`src/rtl/poly_note_synth.sv`:
```
// Polyphonic PS/2 keyboard synthesizer: allocates note keys to VOICES square-wave
// voices and mixes them into a 1-bit speaker stream with a first-order sigma-delta.
module poly_note_synth #(
  parameter int VOICES = 4,
  parameter int CNT_W  = 20
) (
  input  logic                  clk,
  input  logic                  rst,
  input  logic                  scan_valid,
  input  logic [7:0]            scan_byte,
  output logic                  speaker,
  output logic [VOICES-1:0]     voice_active,
  output logic [3*VOICES-1:0]   voice_note,
  output logic [VOICES-1:0]     voice_wave,
  output logic [1:0]            octave
);

  localparam int MIX_W = $clog2(VOICES + 1);
  localparam int ACC_W = $clog2(VOICES) + 1;
  localparam int PTR_W = $clog2(VOICES);

  typedef enum logic [1:0] {IDLE, BRK, EXT, EXT_BRK} parse_t;

  parse_t           state;
  logic [CNT_W-1:0] cnt   [VOICES];
  logic [CNT_W-1:0] limit [VOICES];
  logic [PTR_W-1:0] steal_ptr;
  logic [ACC_W-1:0] acc;
  logic [ACC_W-1:0] acc_n;
  logic [MIX_W-1:0] mix;

  logic              make_evt, brk_evt, key_ok, free_found;
  logic [2:0]        key_note;
  logic [VOICES-1:0] held;
  logic [PTR_W-1:0]  free_idx, alloc_idx;

  // Returns {valid, note index} for the eight mapped note keys.
  function automatic logic [3:0] key_lookup(input logic [7:0] code);
    case (code)
      8'h1C:   return 4'b1_000;
      8'h1B:   return 4'b1_001;
      8'h23:   return 4'b1_010;
      8'h2B:   return 4'b1_011;
      8'h34:   return 4'b1_100;
      8'h33:   return 4'b1_101;
      8'h3B:   return 4'b1_110;
      8'h42:   return 4'b1_111;
      default: return 4'b0_000;
    endcase
  endfunction

  function automatic logic [CNT_W-1:0] half_period(input logic [2:0] note);
    case (note)
      3'd0:    return CNT_W'(191109);
      3'd1:    return CNT_W'(170265);
      3'd2:    return CNT_W'(151685);
      3'd3:    return CNT_W'(143172);
      3'd4:    return CNT_W'(127550);
      3'd5:    return CNT_W'(113636);
      3'd6:    return CNT_W'(101238);
      default: return CNT_W'(95556);
    endcase
  endfunction

  always_comb begin
    // NOTE: every signal driven here gets a default first so no latch is inferred.
    {key_ok, key_note} = key_lookup(scan_byte);
    make_evt   = scan_valid && (state == IDLE) && (scan_byte != 8'hF0) && (scan_byte != 8'hE0);
    brk_evt    = scan_valid && (state == BRK);
    held       = '0;
    free_found = 1'b0;
    free_idx   = '0;
    mix        = '0;
    for (int v = VOICES - 1; v >= 0; v--) begin
      held[v] = voice_active[v] && (voice_note[3*v +: 3] == key_note);
      if (!voice_active[v]) begin
        free_found = 1'b1;
        free_idx   = PTR_W'(v);
      end
      mix = mix + MIX_W'(voice_wave[v]);
      case (octave)
        2'd0:    limit[v] = half_period(voice_note[3*v +: 3]) << 1;
        2'd1:    limit[v] = half_period(voice_note[3*v +: 3]);
        default: limit[v] = half_period(voice_note[3*v +: 3]) >> 1;
      endcase
    end
    alloc_idx = free_found ? free_idx : steal_ptr;
    acc_n     = acc + ACC_W'(mix);
  end

  always_ff @(posedge clk) begin
    if (rst) begin
      // NOTE: the counter array is a handful of flops, not a RAM, so it is reset with everything else.
      state        <= IDLE;
      voice_active <= '0;
      voice_note   <= '0;
      voice_wave   <= '0;
      steal_ptr    <= '0;
      acc          <= '0;
      speaker      <= 1'b0;
      octave       <= 2'd1;
      for (int v = 0; v < VOICES; v++) cnt[v] <= '0;
    end else begin
      for (int v = 0; v < VOICES; v++) begin
        if (voice_active[v]) begin
          if (cnt[v] >= limit[v] - CNT_W'(1)) begin
            voice_wave[v] <= ~voice_wave[v];
            cnt[v]        <= '0;
          end else begin
            cnt[v] <= cnt[v] + CNT_W'(1);
          end
        end
      end

      if (scan_valid) begin
        case (state)
          IDLE:    state <= (scan_byte == 8'hF0) ? BRK : (scan_byte == 8'hE0) ? EXT : IDLE;
          EXT:     state <= (scan_byte == 8'hF0) ? EXT_BRK : IDLE;
          default: state <= IDLE;
        endcase
      end

      // NOTE: non-blocking writes below deliberately override the free-running update above; last one wins.
      if (make_evt && key_ok && (held == '0)) begin
        voice_active[alloc_idx]          <= 1'b1;
        voice_note[3*alloc_idx +: 3]     <= key_note;
        voice_wave[alloc_idx]            <= 1'b0;
        cnt[alloc_idx]                   <= '0;
        if (!free_found)
          steal_ptr <= (steal_ptr == PTR_W'(VOICES - 1)) ? '0 : steal_ptr + PTR_W'(1);
      end
      if (make_evt && (scan_byte == 8'h4E) && (octave != 2'd0)) octave <= octave - 2'd1;
      if (make_evt && (scan_byte == 8'h55) && (octave != 2'd2)) octave <= octave + 2'd1;

      if (brk_evt && key_ok) begin
        for (int v = 0; v < VOICES; v++) begin
          if (held[v]) begin
            voice_active[v] <= 1'b0;
            voice_wave[v]   <= 1'b0;
            cnt[v]          <= '0;
          end
        end
      end

      if (acc_n >= ACC_W'(VOICES)) begin
        speaker <= 1'b1;
        acc     <= acc_n - ACC_W'(VOICES);
      end else begin
        speaker <= 1'b0;
        acc     <= acc_n;
      end
    end
  end

endmodule

```
`config.mk`:
```
export PLATFORM = sky130hd
export DESIGN_NAME = poly_note_synth
export DESIGN_NICKNAME = d
export VERILOG_FILES = /design/src/rtl/poly_note_synth.sv
export SDC_FILE = /design/constraint.sdc
export NUM_CORES = 1
export LEC_CHECK = 0
export ABC_CLOCK_PERIOD_IN_PS = 5500
export CORE_MARGIN = 10
export CORE_UTILIZATION = 60
export CTS_BUF_LIST = sky130_fd_sc_hd__clkbuf_8
export DETAILED_ROUTE_END_ITERATION = 6
export HOLD_SLACK_MARGIN = 0.12
export PLACE_DENSITY = 0.88
export REMOVE_ABC_BUFFERS = 1
export SETUP_SLACK_MARGIN = 0.1
export SLEW_MARGIN = 20
export SYNTH_ARGS = -nofsm -noshare
export SYNTH_HDL_FRONTEND = slang
export SYNTH_SLANG_ARGS = --single-unit
```
`constraint.sdc`:
```
create_clock -name clk -period 5.5 [get_ports clk]
set_clock_uncertainty 0.1 [all_clocks]
set_input_delay 1.1 -clock clk [delete_from_list [all_inputs] [get_ports clk]]
set_output_delay 1.1 -clock clk [all_outputs]
set_load 0.02 [all_outputs]
```
==> impl_metrics.tcl, run 1 <==
set metrics [dict create \
    status "finished, final reports clean" \
    max_stage_delay_ps 380 \
    post-place-ws_ps 489 \
    drv_slew 0 \
    hold_slack_ps 391 \
    gp_congestion 0.949 \
    worst_slack_ps 660 \
    drt_iter0_markers 994 \
    cpMaxStageDelayCell "dfxtp_1" \
    seq_area_frac_synth_pct 20.9 \
    num_vias 11220 \
    syn_avg_cell_area_um2 7.10 \
    start_util_pct 61.0 \
    cts_tree "built" \
    finalNonFillerCells 1685 \
    p_total_mw 1.64 \
    placedCellCount 1669 \
    synth_edf_count 0 \
    root_buffer "clkbuf_8" \
    nNetsFinal 1569 \
    max_freq_ghz 0.207 \
    path_common_cell "a21oi_1" \
    cap_violations 0 \
    dr.pass1.iters 6 \
    yosys_warnings 0 \
    cp_top_family "compound AO/OA/AOI/OAI gates" \
    ys.flop_type "dfxtp_1" \
    worst_pin_slew_ps 1050 \
    die-height_um 152 \
    grt.overflow.total 0 \
    cts_max_level 3 \
    num-fill-cells 1429 \
    viasPerCell 6.66 \
    startpoint_type "register" \
    p_leak_nw 4.33 \
    grt_usage_pct 23.7 \
    path_class "reg2reg" \
    finalSetupViolations 0 \
    grt_pass1_wl_mm 48.6 \
    rsz0062_at_grt "false" \
    worstPathArrival_ps 5040 \
    grt_pass1_vias 9988 \
    antenna_cells 0 \
    io_buffers 33 \
    dieArea_um2 23200 \
    numCtsBuffers 9 \
    crit_chain "inv_1 -> ha_2 -> nor2_2 -> buf_4 -> nand2_1 -> a21oi_1 -> a21oi_1 -> ha_1 -> o21ai_0 -> a22oi_1 -> o221a_2 -> ha_1 -> nand2_1 -> nor3_1 -> a21oi_1 -> o21ai_0 -> a21oi_1 -> nor3b_2 -> buf_4 -> and3_1 -> o31a_1" \
    wl_mm 29.1 \
    synth_fa_ha_area_share_pct 12.5 \
    syn_inst 1482 \
    crit_path_end_kind "register" \
    holdCritPathClass "reg2reg" \
    slew_headroom_pct 30.0 \
    grt_antenna_before_repair 0 \
    floorplan.rows 48 \
    path_buf_inv 3 \
    postCtsSetupRepairBufs 0 \
    clk_path_buf_depth 2 \
    drive_gt1_share_pct 4.86 \
    ctsHoldBuffers 0 \
    areaGrowthSynthToFinish_pct 5.90 \
    hold_violations 0 \
    clkLatencyLatePin_ps 400 \
    fp.coreArea_um2 17200 \
    fin_crit_ps 4840 \
    hpwlAfterDp_mm 20.8 \
    cts.sinks 110 \
    io_pins 34 \
    ys_seq_elements 110 \
    synth-xor-area-share_pct 1.57 \
    power_density_nw_per_um2 147 \
    die_w_um 152 \
    post-route-period-util_pct 88.0 \
    drt-wirelength-per-cell_um 17.3 \
    fin_util_pct 64.6 \
    synth_top_family_by_area "compound AO/OA/AOI/OAI gates" \
    async_reset_ff_share_pct 0 \
    worstPathRequired_ps 5700 \
    clk_pin_slew_worst_paths_ps 100 \
    drc_errors 0 \
    synth_area_um2 10500 \
    synth.distinct_cells 86 \
    synth_compound_gate_area_share_pct 31.0 \
    ant_nets 0 \
    muxShareOfSynthArea_pct 0.999 \
    yosys.area_share.simple_pct 27.6 \
    peakVddDrop_mv 0.158 \
    grt_max_degree 47 \
    path_max_fanout 22 \
]
==> logic make-up (layout without fill, tap and decap cells) <==
kind of cell | Yosys count | count (layout)
AND/OR/NAND/NOR | 590 | 590
AO/OA/AOI/OAI | 513 | 513
adder cells (fa/ha/maj) | 103 | 103
multiplexers | 9 | 9
other | 2 | 5
buffers and inverters | 137 | 112
XOR/XNOR | 18 | 18
flip-flops | 110 | 110
==> tightest hold or removal path, cell delays in order, from the launching register on <==
cell and delay, ps:
dfxtp_1 340, nand2_1 60, a21oi_1 50
==> metal layers <==
metal,up-vias,GRT usage [%],routed length (um)
li1,5414,-,-
met1,5165,31.8,12700
met2,569,37.8,13200
met3,72,3.08,2400
met4,0,9.04,797
met5,-,0,0
==> synthesized netlist by cell type, types with 19 or more instances <==
library cell,number,area share (%)
a21o_1,24,1.7
a21oi_1,144,6.9
a22oi_1,19,1.4
a31oi_1,26,1.5
and3_1,30,1.8
clkbuf_1,74,2.6
dfxtp_1,110,21
ha_1,100,12
inv_1,25,0.89
nand2_1,160,5.7
nand3_1,78,3.7
nor2_1,155,5.5
nor2b_1,26,1.5
nor3_1,35,1.7
o21ai_0,138,6.6
==> placed cells by master, fill, tap and decap left out, types with 7 or more instances in the layout <==
master,count
a21boi_0,14
a2bb2oi_1,8
dfxtp_1,110
a21o_1,24
o211ai_1,10
or3_1,12
a31oi_1,26
nand3_1,78
nor2b_1,26
o22ai_1,9
o21ai_0,137
a211oi_1,18
o21a_1,8
clkdlybuf4s50_1,33
and3_1,30
clkinv_1,7
a22oi_1,19
inv_1,27
nor3_1,35
nor2_1,154
nand4b_1,9
and4_1,7
xnor2_1,11
nand2_1,160
clkbuf_8,11
a21oi_1,144
and2_1,17
buf_4,31
nand4_1,18
o2bb2ai_1,13
a21boi_1,10
nand3b_1,10
ha_1,98
==> cell type report <==
cell class,count,area [um^2],area share (%)
Sequential cell,110,2200,19.8
Clock buffer,11,151,1.36
Timing Repair Buffer,64,563,5.05
Multi-Input combinational cell,1238,7770,69.8
Clock inverter,5,50.0,0.449
Inverter,32,120,1.08
Tap cell,225,282,2.53
==> through the flow <==
stage	setup TNS, ps	cell area (um^2)
3_3_place_gp	0	10900
2_1_floorplan	-7320	10100
5_1_grt	0	11100
4_1_cts	0	11100
6_report	0	11100
3_5_place_dp	0	10900
==> path summary, 6_finish.rpt <==
path / start / end / slack (ps) / depth (start not counted)
worst max register to register: octave[0] / cnt[0][12] / 660 / 21
worst max-delay path: octave[0] / cnt[0][12] / 660 / 21
worst min-delay path: cnt[1][0] / cnt[1][0] / 390 / 2
worst min register to register: cnt[1][0] / cnt[1][0] / 390 / 2
==> state kept, by name, summed over array words and instances, names as in the netlist, 2 cells and up <==
signal and count:
steal_ptr 2, voice_active 4, voice_note 12, octave 2, state 2, cnt 80
acc 3, voice_wave 4
==> what timing repair did <==
action / 4_1_cts / 5_1_grt
endpoints found under the hold margin: 0 / 0
resized for setup: 0 / 1
setup endpoints to repair: 0 / 1
==> report_power, final <==
part	switching, mW	internal (mW)	leakage, nW	total, mW
registers	0.0468	0.826	0.889	0.873
clock network	0.292	0.232	0.108	0.524
logic	0.136	0.106	3.34	0.242
total	0.474	1.16	4.33	1.64
(Power assumes the default switching activity.)
==> run 2, diff against run 1 <==
- CAP_MARGIN: unset -> 20
==> results of run 2 <==
Final layout, timing and power as in run 1 (identical DEF).
